==> src/rtl/uart_pkg.sv <==
// Shared definitions for the serial-port responder.
// Holds the TX/RX state encodings, the data-bit index width and the
// frame length (start + 8 data + stop).
package uart_pkg;

  localparam int BIT_IDX_W  = 3;
  localparam int FRAME_BITS = 10;

  // Index of the last data bit in a frame (frame minus start and stop).
  localparam logic [BIT_IDX_W-1:0] LAST_BIT = BIT_IDX_W'(FRAME_BITS - 3);

  typedef enum logic [1:0] {TX_IDLE, TX_START, TX_DATA, TX_STOP} tx_state_t;
  typedef enum logic [1:0] {RX_IDLE, RX_START, RX_DATA, RX_STOP} rx_state_t;

endpackage

==> src/rtl/uart_port_responder_if.sv <==
// Bus between the memory controller (master) and the serial-port
// responder (slave).
//   rdn, wrn    : active-low read / write strobes from the controller
//   data_in     : byte written by the controller
//   data_out    : receive buffer, valid while data_oe is high
//   data_oe     : bus drive enable (high while rdn is low)
//   data_ready  : unread byte in the receive buffer
//   tbre, tsre  : transmit holding / shift register empty
//   frame_err   : sticky bad-stop-bit flag, cleared by a read
//   overrun     : sticky lost-byte flag, cleared by a read
interface uart_port_responder_if;
  logic       rdn;
  logic       wrn;
  logic [7:0] data_in;
  logic [7:0] data_out;
  logic       data_oe;
  logic       data_ready;
  logic       tbre;
  logic       tsre;
  logic       frame_err;
  logic       overrun;

  modport master (
    output rdn, wrn, data_in,
    input  data_out, data_oe, data_ready, tbre, tsre, frame_err, overrun
  );

  modport slave (
    input  rdn, wrn, data_in,
    output data_out, data_oe, data_ready, tbre, tsre, frame_err, overrun
  );
endinterface

==> src/rtl/uart_bit_timer.sv <==
// Serial bit-period timer.
//   CLK, RST : clock, asynchronous active-low reset
//   run      : count while high, hold while low
//   start    : restart the period from zero (wins over run)
//   half     : last cycle of the first half of the period
//   tick     : last cycle of the period; the counter wraps after it
module uart_bit_timer #(
  parameter int CLKS_PER_BIT = 434
) (
  input  logic CLK,
  input  logic RST,
  input  logic run,
  input  logic start,
  output logic half,
  output logic tick
);
  localparam int CNT_W = $clog2(CLKS_PER_BIT);
  localparam logic [CNT_W-1:0] CNT_LAST = CNT_W'(CLKS_PER_BIT - 1);
  localparam logic [CNT_W-1:0] CNT_MID  = CNT_W'(CLKS_PER_BIT / 2 - 1);

  logic [CNT_W-1:0] cnt;

  always_ff @(posedge CLK or negedge RST) begin
    if (!RST) begin
      cnt <= '0;
    end else if (start) begin
      cnt <= '0;
    end else if (run) begin
      cnt <= tick ? '0 : cnt + CNT_W'(1);
    end
  end

  assign half = run && (cnt == CNT_MID);
  assign tick = run && (cnt == CNT_LAST);
endmodule

==> src/rtl/uart_port_responder.sv <==
// Device-side model of the external serial-port chip. Bytes written over
// the bus are sent 8N1 on txd; bytes received on rxd land in the receive
// buffer, which is presented on the bus while rdn is low.
//   CLK, RST : clock, asynchronous active-low reset
//   bus      : controller-facing strobes, data and status (slave side)
//   rxd      : serial input, idle high, asynchronous to CLK
//   txd      : serial output, idle high
module uart_port_responder
  import uart_pkg::*;
#(
  parameter int CLKS_PER_BIT = 434
) (
  input  logic                  CLK,
  input  logic                  RST,
  uart_port_responder_if.slave  bus,
  input  logic                  rxd,
  output logic                  txd
);
  logic rdn_p1, wrn_p1;
  logic rxd_p1, rxd_p2, rxd_p3;

  tx_state_t            tx_state;
  rx_state_t            rx_state;
  logic [BIT_IDX_W-1:0] tx_idx, tx_idx_nxt, rx_idx;
  logic [7:0]           thr, tx_shift, rx_shift, rbr;
  logic                 tbre_q, tsre_q, dr_q, fe_q, ov_q;

  logic tx_tick, tx_half_unused, rx_tick, rx_half;
  logic wr_evt, wr_acc, rd_end, tx_load;
  logic rx_fall, rx_tmr_start, rx_load, rx_ferr;

  // Stage p1: strobe registers and rxd synchronizer (p1/p2), p3 for edge detect
  always_ff @(posedge CLK or negedge RST) begin
    if (!RST) begin
      rdn_p1 <= 1'b1;
      wrn_p1 <= 1'b1;
      rxd_p1 <= 1'b1;
      rxd_p2 <= 1'b1;
      rxd_p3 <= 1'b1;
    end else begin
      rdn_p1 <= bus.rdn;
      wrn_p1 <= bus.wrn;
      rxd_p1 <= rxd;
      rxd_p2 <= rxd_p1;
      rxd_p3 <= rxd_p2;
    end
  end

  assign wr_evt  = wrn_p1 & ~bus.wrn;
  assign rd_end  = ~rdn_p1 & bus.rdn;
  // THR empties into the shifter whenever the line can take a new frame.
  assign tx_load = ~tbre_q & ((tx_state == TX_IDLE) | ((tx_state == TX_STOP) & tx_tick));
  // A write landing on the same edge as that move still finds room.
  assign wr_acc  = wr_evt & (tbre_q | tx_load);
  assign tx_idx_nxt = tx_idx + BIT_IDX_W'(1);

  assign rx_fall      = rxd_p3 & ~rxd_p2;
  // Timer restarts on the start edge and again at mid-start, so every
  // later tick falls in the middle of a bit.
  assign rx_tmr_start = ((rx_state == RX_IDLE) & rx_fall) |
                        ((rx_state == RX_START) & rx_half & ~rxd_p2);
  assign rx_load      = (rx_state == RX_STOP) & rx_tick & rxd_p2;
  assign rx_ferr      = (rx_state == RX_STOP) & rx_tick & ~rxd_p2;

  uart_bit_timer #(.CLKS_PER_BIT(CLKS_PER_BIT)) u_tx_timer (
    .CLK   (CLK),
    .RST   (RST),
    .run   (tx_state != TX_IDLE),
    .start (tx_load),
    .half  (tx_half_unused),
    .tick  (tx_tick)
  );

  uart_bit_timer #(.CLKS_PER_BIT(CLKS_PER_BIT)) u_rx_timer (
    .CLK   (CLK),
    .RST   (RST),
    .run   (rx_state != RX_IDLE),
    .start (rx_tmr_start),
    .half  (rx_half),
    .tick  (rx_tick)
  );

  // Stage p2: transmit FSM with registered txd
  always_ff @(posedge CLK or negedge RST) begin
    if (!RST) begin
      tx_state <= TX_IDLE;
      tx_idx   <= '0;
      txd      <= 1'b1;
      tbre_q   <= 1'b1;
      tsre_q   <= 1'b1;
    end else begin
      if (wr_acc) begin
        tbre_q <= 1'b0;
      end else if (tx_load) begin
        tbre_q <= 1'b1;
      end
      case (tx_state)
        TX_IDLE: begin
          if (tx_load) begin
            tsre_q   <= 1'b0;
            txd      <= 1'b0;
            tx_state <= TX_START;
          end
        end
        TX_START: begin
          if (tx_tick) begin
            tx_idx   <= '0;
            txd      <= tx_shift[0];
            tx_state <= TX_DATA;
          end
        end
        TX_DATA: begin
          if (tx_tick) begin
            if (tx_idx == LAST_BIT) begin
              txd      <= 1'b1;
              tx_state <= TX_STOP;
            end else begin
              tx_idx <= tx_idx_nxt;
              txd    <= tx_shift[tx_idx_nxt];
            end
          end
        end
        TX_STOP: begin
          if (tx_tick) begin
            if (tx_load) begin
              txd      <= 1'b0;
              tx_state <= TX_START;
            end else begin
              tsre_q   <= 1'b1;
              tx_state <= TX_IDLE;
            end
          end
        end
        default: tx_state <= TX_IDLE;
      endcase
    end
  end

  always_ff @(posedge CLK) begin
    if (wr_acc) begin
      thr <= bus.data_in;
    end
    if (tx_load) begin
      tx_shift <= thr;
    end
    if ((rx_state == RX_DATA) && rx_tick) begin
      rx_shift <= {rxd_p2, rx_shift[7:1]};
    end
  end

  // Stage p4: receive FSM, receive buffer and sticky status
  always_ff @(posedge CLK or negedge RST) begin
    if (!RST) begin
      rx_state <= RX_IDLE;
      rx_idx   <= '0;
      rbr      <= '0;
      dr_q     <= 1'b0;
      fe_q     <= 1'b0;
      ov_q     <= 1'b0;
    end else begin
      // A byte arriving on the read-end edge survives the read.
      if (rx_load) begin
        rbr  <= rx_shift;
        dr_q <= 1'b1;
        ov_q <= rd_end ? 1'b0 : (ov_q | dr_q);
        if (rd_end) begin
          fe_q <= 1'b0;
        end
      end else if (rx_ferr) begin
        fe_q <= 1'b1;
        if (rd_end) begin
          dr_q <= 1'b0;
          ov_q <= 1'b0;
        end
      end else if (rd_end) begin
        dr_q <= 1'b0;
        fe_q <= 1'b0;
        ov_q <= 1'b0;
      end
      case (rx_state)
        RX_IDLE: begin
          if (rx_fall) begin
            rx_state <= RX_START;
          end
        end
        RX_START: begin
          if (rx_half) begin
            if (rxd_p2) begin
              rx_state <= RX_IDLE;
            end else begin
              rx_idx   <= '0;
              rx_state <= RX_DATA;
            end
          end
        end
        RX_DATA: begin
          if (rx_tick) begin
            rx_idx <= rx_idx + BIT_IDX_W'(1);
            if (rx_idx == LAST_BIT) begin
              rx_state <= RX_STOP;
            end
          end
        end
        RX_STOP: begin
          if (rx_tick) begin
            rx_state <= RX_IDLE;
          end
        end
        default: rx_state <= RX_IDLE;
      endcase
    end
  end

  assign bus.data_out   = rbr;
  assign bus.data_oe    = ~bus.rdn;
  assign bus.data_ready = dr_q;
  assign bus.tbre       = tbre_q;
  assign bus.tsre       = tsre_q;
  assign bus.frame_err  = fe_q;
  assign bus.overrun    = ov_q;
endmodule
==> src/flat_wrapper.sv <==
// flat-port wrapper written by rule: the top's interface ports become plain ports
module uart_port_responder_flat import uart_pkg::*;
#(
  parameter int CLKS_PER_BIT = 434
)
  (CLK, RST, rxd, txd, bus_rdn, bus_wrn, bus_data_in, bus_data_out, bus_data_oe, bus_data_ready, bus_tbre, bus_tsre, bus_frame_err, bus_overrun);
  uart_port_responder_if bus_i ();
  input  logic CLK;
  input  logic RST;
  input  logic rxd;
  output logic txd;
  input wire logic [$bits(bus_i.rdn)-1:0] bus_rdn;
  input wire logic [$bits(bus_i.wrn)-1:0] bus_wrn;
  input wire logic [$bits(bus_i.data_in)-1:0] bus_data_in;
  output wire logic [$bits(bus_i.data_out)-1:0] bus_data_out;
  output wire logic [$bits(bus_i.data_oe)-1:0] bus_data_oe;
  output wire logic [$bits(bus_i.data_ready)-1:0] bus_data_ready;
  output wire logic [$bits(bus_i.tbre)-1:0] bus_tbre;
  output wire logic [$bits(bus_i.tsre)-1:0] bus_tsre;
  output wire logic [$bits(bus_i.frame_err)-1:0] bus_frame_err;
  output wire logic [$bits(bus_i.overrun)-1:0] bus_overrun;
  assign bus_i.rdn = bus_rdn;
  assign bus_i.wrn = bus_wrn;
  assign bus_i.data_in = bus_data_in;
  assign bus_data_out = bus_i.data_out;
  assign bus_data_oe = bus_i.data_oe;
  assign bus_data_ready = bus_i.data_ready;
  assign bus_tbre = bus_i.tbre;
  assign bus_tsre = bus_i.tsre;
  assign bus_frame_err = bus_i.frame_err;
  assign bus_overrun = bus_i.overrun;
  uart_port_responder #(.CLKS_PER_BIT(CLKS_PER_BIT)) u_core (.CLK(CLK), .RST(RST), .bus(bus_i), .rxd(rxd), .txd(txd));
endmodule
==> config.mk <==
export PLATFORM = sky130hd
export DESIGN_NAME = uart_port_responder_flat
export DESIGN_NICKNAME = d
export VERILOG_FILES = /design/src/rtl/uart_pkg.sv /design/src/rtl/uart_port_responder_if.sv /design/src/rtl/uart_bit_timer.sv /design/src/rtl/uart_port_responder.sv /design/src/flat_wrapper.sv
export SDC_FILE = /design/constraint.sdc
export NUM_CORES = 1
export LEC_CHECK = 0
export ABC_AREA = 1
export ABC_CLOCK_PERIOD_IN_PS = 2200
export BUFFER_PORTS_ARGS = -buffer_cell sky130_fd_sc_hd__buf_2
export CAP_MARGIN = 20
export CORE_UTILIZATION = 35
export CTS_CLUSTER_DIAMETER = 100
export CTS_CLUSTER_SIZE = 40
export DETAILED_ROUTE_END_ITERATION = 16
export GPL_ROUTABILITY_DRIVEN = 1
export PLACE_DENSITY = 0.49
export SLEW_MARGIN = 30
export SYNTH_ARGS = -nofsm -noshare
export SYNTH_HDL_FRONTEND = slang
export SYNTH_SLANG_ARGS = --single-unit
export TNS_END_PERCENT = 1
==> constraint.sdc <==
create_clock -name CLK -period 2.2 [get_ports CLK]
set_input_delay 0.44 -clock CLK [delete_from_list [all_inputs] [get_ports CLK]]
set_output_delay 0.44 -clock CLK [all_outputs]
set_load 0.005 [all_outputs]
[Yosys cells after proc, flatten, opt, wreduce, memory -nomap -nowiden]
Cells that the tools add are included.
Widths: inputs -> output; s select.
Storage, ports and cells
  flip-flop bits (word level): 71
  bits of input ports: 13
  output and inout bits: 15
Cells by class
  add/sub/neg operators: 4
  order comparisons: 1
  eq/ne operators: 24
  muxes and demuxes: 49
  bitwise gates (word level): 21
  reduce and logical (&&, ||, !) cells: 21
Operators by type and width (count)
  $mux 9: 6
  $mux 2: 11
  $mux 1: 19
  $add 9x1->9 const B: 2
  $eq 9x9->1 const B: 2
  $mux 3: 6
  $ne 2x1->1 const B: 9
  $reduce_bool 2->1: 9
  $pmux 2 s4: 2
  $and 1x1->1: 12
  $pmux 3 s2: 2
  $reduce_and 4->1: 3
  $reduce_and 5->1: 2
  $eq 9x8->1 const B: 1
  $eq 2x2->1 const B: 4
  $ne 2x2->1 const B: 4
  $add 3x1->3 const B: 2
  $eq 3x3->1 const B: 2
  $not 1->1: 5
  $eq 2x1->1 const B: 2
  $logic_and 1x1->1: 4
  $logic_not 2->1: 2
  $lt 3x4->1 const B: 1
  $or 1x1->1: 4
  other kinds (4): 4

[Logic depth before layout (Yosys ltp)]
  depth in word-level cells: 8
  gate-level depth with buffers: 11
  mapped depth without buffers: 11

[By module]
Synthesis repeated with hierarchy kept, for this count alone.
Unflattened totals
  cells, all modules: 369
  area total of the unflattened synthesis: 3432.0 µm²
Modules (own cells, without submodules)
  uart_port_responder: times used 1, cells an instance 209, area an instance 2220.9 µm², sequential area each 1456.4 µm²
  uart_bit_timer: times used 2, cells an instance 80, area an instance 605.6 µm², sequential area each 225.2 µm²

[Worst setup path after synthesis]
OpenSTA, ideal clock, no wires.
  path kind: flip-flop to flip-flop
  start point: reg u_core.tx_state[0]
  end point: reg u_core.thr[0], enable pin
  arrival: 1810 ps
  required time: 1815 ps
  slack: 5 ps
  cell stages (with the launch flop): 8
  period minus slack after synthesis: 2195 ps
  cells stage by stage: dfrtp_1 inv_1 ha_1 nor2_1 nand4_1 nand2_1 nand2_1 a21boi_0
Between the ends
  cells in the longest elaborated chain, start to end: 7
  elaborated cells between the ends (all ways): 9
  classes of those cells: eq/ne: 1; bitwise: 5; reduce/logical: 3
Ends and longest elaborated chain
  start, declared: line uart_port_responder.sv:22  | tx_state_t tx_state;
  start signal, assigned: line uart_port_responder.sv:86  | tx_state <= TX_IDLE;
  start signal, assigned: line uart_port_responder.sv:102  | tx_state <= TX_START;
  start signal, assigned: line uart_port_responder.sv:109  | tx_state <= TX_DATA;
  $reduce_bool 2->1: line uart_port_responder.sv:68  | .run (tx_state != TX_IDLE),
  $logic_and 1x1->1: line uart_bit_timer.sv:34  | assign tick = run && (cnt == CNT_LAST);
  $and 1x1->1: line uart_port_responder.sv:52  | assign tx_load = ~tbre_q & ((tx_state == TX_IDLE) | ((tx_state == TX_STOP) & tx_tick));
  $or 1x1->1 *: line uart_port_responder.sv:52
  $and 1x1->1 *: line uart_port_responder.sv:52
  $or 1x1->1 *: line uart_port_responder.sv:54  | assign wr_acc = wr_evt & (tbre_q | tx_load);
  $and 1x1->1 *: line uart_port_responder.sv:54
  net u_core.wr_acc: line uart_port_responder.sv:29  | logic wr_evt, wr_acc, rd_end, tx_load;
  end signal, assigned: line uart_port_responder.sv:141  | thr <= bus.data_in;
  end, declared: line uart_port_responder.sv:25  | logic [7:0] thr, tx_shift, rx_shift, rbr;
The timed path passes the listed nets; every way through them passes the cells marked *.
A chain may end at the register's enable or synchronous reset.

[Final worst setup path]
Same ends and word-level chain as after synthesis.

==> out/metrics.yaml <==
setup_path:
  cp-start-kind: "register"
  reg2reg_slack_ns: 0.21
  r2r_end: "u_core.thr[0]"
  cp-startpoint: "u_core.tx_state[0]"
  path_cells: "inv_1, ha_1, nor2_1, nand4_1, nand2_1, nand2_1, a21boi_0, buf_4"
  rr_startpoint: "u_core.tx_state[0]"
  path_class: "register to register"
  path_max_fanout: 8
  slowest_delay_ns: 0.41
  reg2regPathDepth: 8
  critical_path.endpoint: "u_core.thr[0]"
  slowest_stage: "dfrtp_1"
  worst_ep_required_time_ns: 2.25
  cp-end-kind: "register"
  path_common_cell: "nand2_1"
  cp_data_arrival_time_ns: 2.04
placement:
  portBuffers: 27
  dpl_cell_area_um2: 3590
  dp_worst_setup_slack_ns: 0.210
  hpwl_um: 4320
  gp_congestion: 0.765
  dpl.cell_count: 499
pwr:
  peakVddDrop_v: 0.000471
  power_w: 0.00382
  power_leakage_nw: 1.92
  pwr_density_cell_nw_per_um2: 1000
routing:
  drtAntennaViolNets: 0
  wl_um: 5800
  drt_iter0_drc: 84
  wl_per_cell_um: 11.3
  vias_per_cell: 4.52
  firstDrtPassIters: 4
  drc: 0
  vias: 2326
clocking:
  clock_latency_ns: 0.33
  clock_sinks: 71
  cts-root-buf: "clkbuf_8"
  cts_setup_buffers: 0
  ctsLongestPathBuffers: 2
  cts_hold_buf: 0
  clk_pin_slew_ns: 0.08
  cts_resized: 0
  h-tree-depth: 3
  cts_made_buffers: 9
  cts_tree: "yes"
synthesis:
  synthCells: 358
  ys_seq_area_share_pct: 57.9
  ys_types: 30
  synth_nets: 385
  ys_seq_elements: 71
  yosys_warnings: 0
  syn_area_um2: 3290
  synth_area_per_cell_um2: 9.20
sta:
  rsz0062_at_grt: "no"
  fin_skew_ns: 0.00648
  fin_setup_tns_ns: 0
  setup-violations-final: 0
  relSlewSlack_pct: 65.8
  worst_slack_ns: 0.211
  worst_pin_slew_ns: 0.512
  drv_slew: 0
  layout_worst_path_cycle_share_pct: 90.4
  timing.fmax_mhz: 503
  fin_crit_ns: 1.99
  hold_viol: 0
cells_and_area:
  stdcell_count: 515
  area_delta_synth_final_pct: 15.6
  drive_gt1_share_pct: 16.1
  finalInstanceArea_um2: 3810
  finalNetCount: 426
  diodes: 0
global_routing:
  grt_antenna_before_repair: 0
  overflow: 0
  grt_pass1_vias: 2310
  grt_max_degree: 24
  grt_pass1_wl_um: 10300
  grt_use_total_pct: 13.3
die:
  rows: 35
  die_x_um: 99.0
  start_util_pct: 35.8
  die_area_um2: 9800
  die_h_um: 99.0
  core_um2: 9200
  ios: 28
outcome:
  outcome: "finished, final reports clean"
worst_hold_path:
  hp-class: "input pin to asynchronous set/reset pin"
job:
  maxCapViolations: 0
flip-flops by register name, indices dropped and copies added (netlist names), 2 cells and up, named ones only:
| signal | count |
|---|---|
| u_core.bus.data_out | 8 |
| u_core.tx_state | 2 |
| u_core.thr | 8 |
| u_core.rx_shift | 8 |
| u_core.tx_idx | 3 |
| u_core.rx_idx | 3 |
| u_core.u_tx_timer.cnt | 9 |
| u_core.tx_shift | 8 |
| u_core.u_rx_timer.cnt | 9 |
metrics by stage:
stage,utilization [%],hold slack [ns]
floorplan,-,0.144
global placement,39.0,0.348
detailed placement,39.0,0.349
CTS,41.4,0.0897
global route,41.4,0.113
finish,41.4,0.0746
report_power, final:
group,internal (W),leakage [nW],switching (W)
sequential,0.00158,0.831,0.000141
clock,0.000670,0.110,0.000492
combinational,0.000330,0.984,0.000603
metal layers:
layer	share of wire (%)	GRT usage (%)
met4	1.1	4.02
met2	47	22.3
met3	3.3	3.55
met5	0	0
met1	48	16.9
Yosys cell counts (all sizes together):
master,count,share of area (%)
a22o,3,0.80
buf,1,0.34
nor2,38,4.9
o22ai,2,0.38
a21oi,9,1.4
dfrtp,39,30
edfxtp,24,22
nand4,7,1.3
o21ai,18,2.8
nor3,8,1.2
and2,1,0.19
xor2,2,0.53
nand3b,1,0.23
nand3,18,2.9
nor3b,1,0.23
inv,64,7.3
xnor2,2,0.53
a21boi,2,0.46
dfstp,8,6.4
nand2,95,11
ha,14,5.3
or2,1,0.19
placed cells by master (no fill, tap or decap), drive strengths merged:
| cell | count |
|---|---|
| a21boi | 2 |
| a21oi | 9 |
| a22o | 3 |
| and2 | 1 |
| buf | 31 |
| bufinv | 2 |
| clkbuf | 11 |
| clkinv | 2 |
| clkinvlp | 1 |
| dfrtp | 39 |
| dfstp | 8 |
| edfxtp | 24 |
| ha | 14 |
| inv | 64 |
| nand2 | 95 |
| nand3 | 18 |
| nand3b | 1 |
| nand4 | 7 |
| nor2 | 38 |
| nor3 | 8 |
| nor3b | 1 |
| o21ai | 18 |
| o22ai | 2 |
| or2 | 1 |
| xnor2 | 2 |
| xor2 | 2 |
worst max-delay path, delay by kind of cell (launching register included):
family                   cells  cell delay (ns)
AO/OA/AOI/OAI                1             0.19
adder cells (fa/ha/maj)      1             0.26
buffers and inverters        2             0.30
flip-flops                   1             0.41
AND/OR/NAND/NOR              4             0.54
layout make-up:
type                    count  area [um^2]
clock buffers              11          141
clock inverters             5         81.3
fillers                   918         5390
inverters                  64          240
multi-input cells         222         1140
flip-flops and latches     71         1910
well taps                 111          139
repair buffers             31          165
cells by family after synthesis:
logic type | after synthesis | synth area share (%)
compound gates | 34 | 5.85
xor+xnor | 4 | 1.06
fa+ha+maj | 14 | 5.32
buf+inv | 65 | 7.63
flops | 71 | 57.9
simple gates | 170 | 22.3
how the worst min path moves through the flow:
stage	slack, ns	startpoint	end
2_1_floorplan	0.14	RST	asynchronous set/reset pin
3_3_place_gp	0.35	u_core.rxd_p1	u_core.rxd_p2
3_5_place_dp	0.35	u_core.rxd_p1	u_core.rxd_p2
4_1_cts	0.09	RST	u_core.u_tx_timer.cnt[4]
5_1_grt	0.11	RST	u_core.u_tx_timer.cnt[4]
6_report	0.07	RST	u_core.u_tx_timer.cnt[2]
Power figures use the tool's default switching activity.
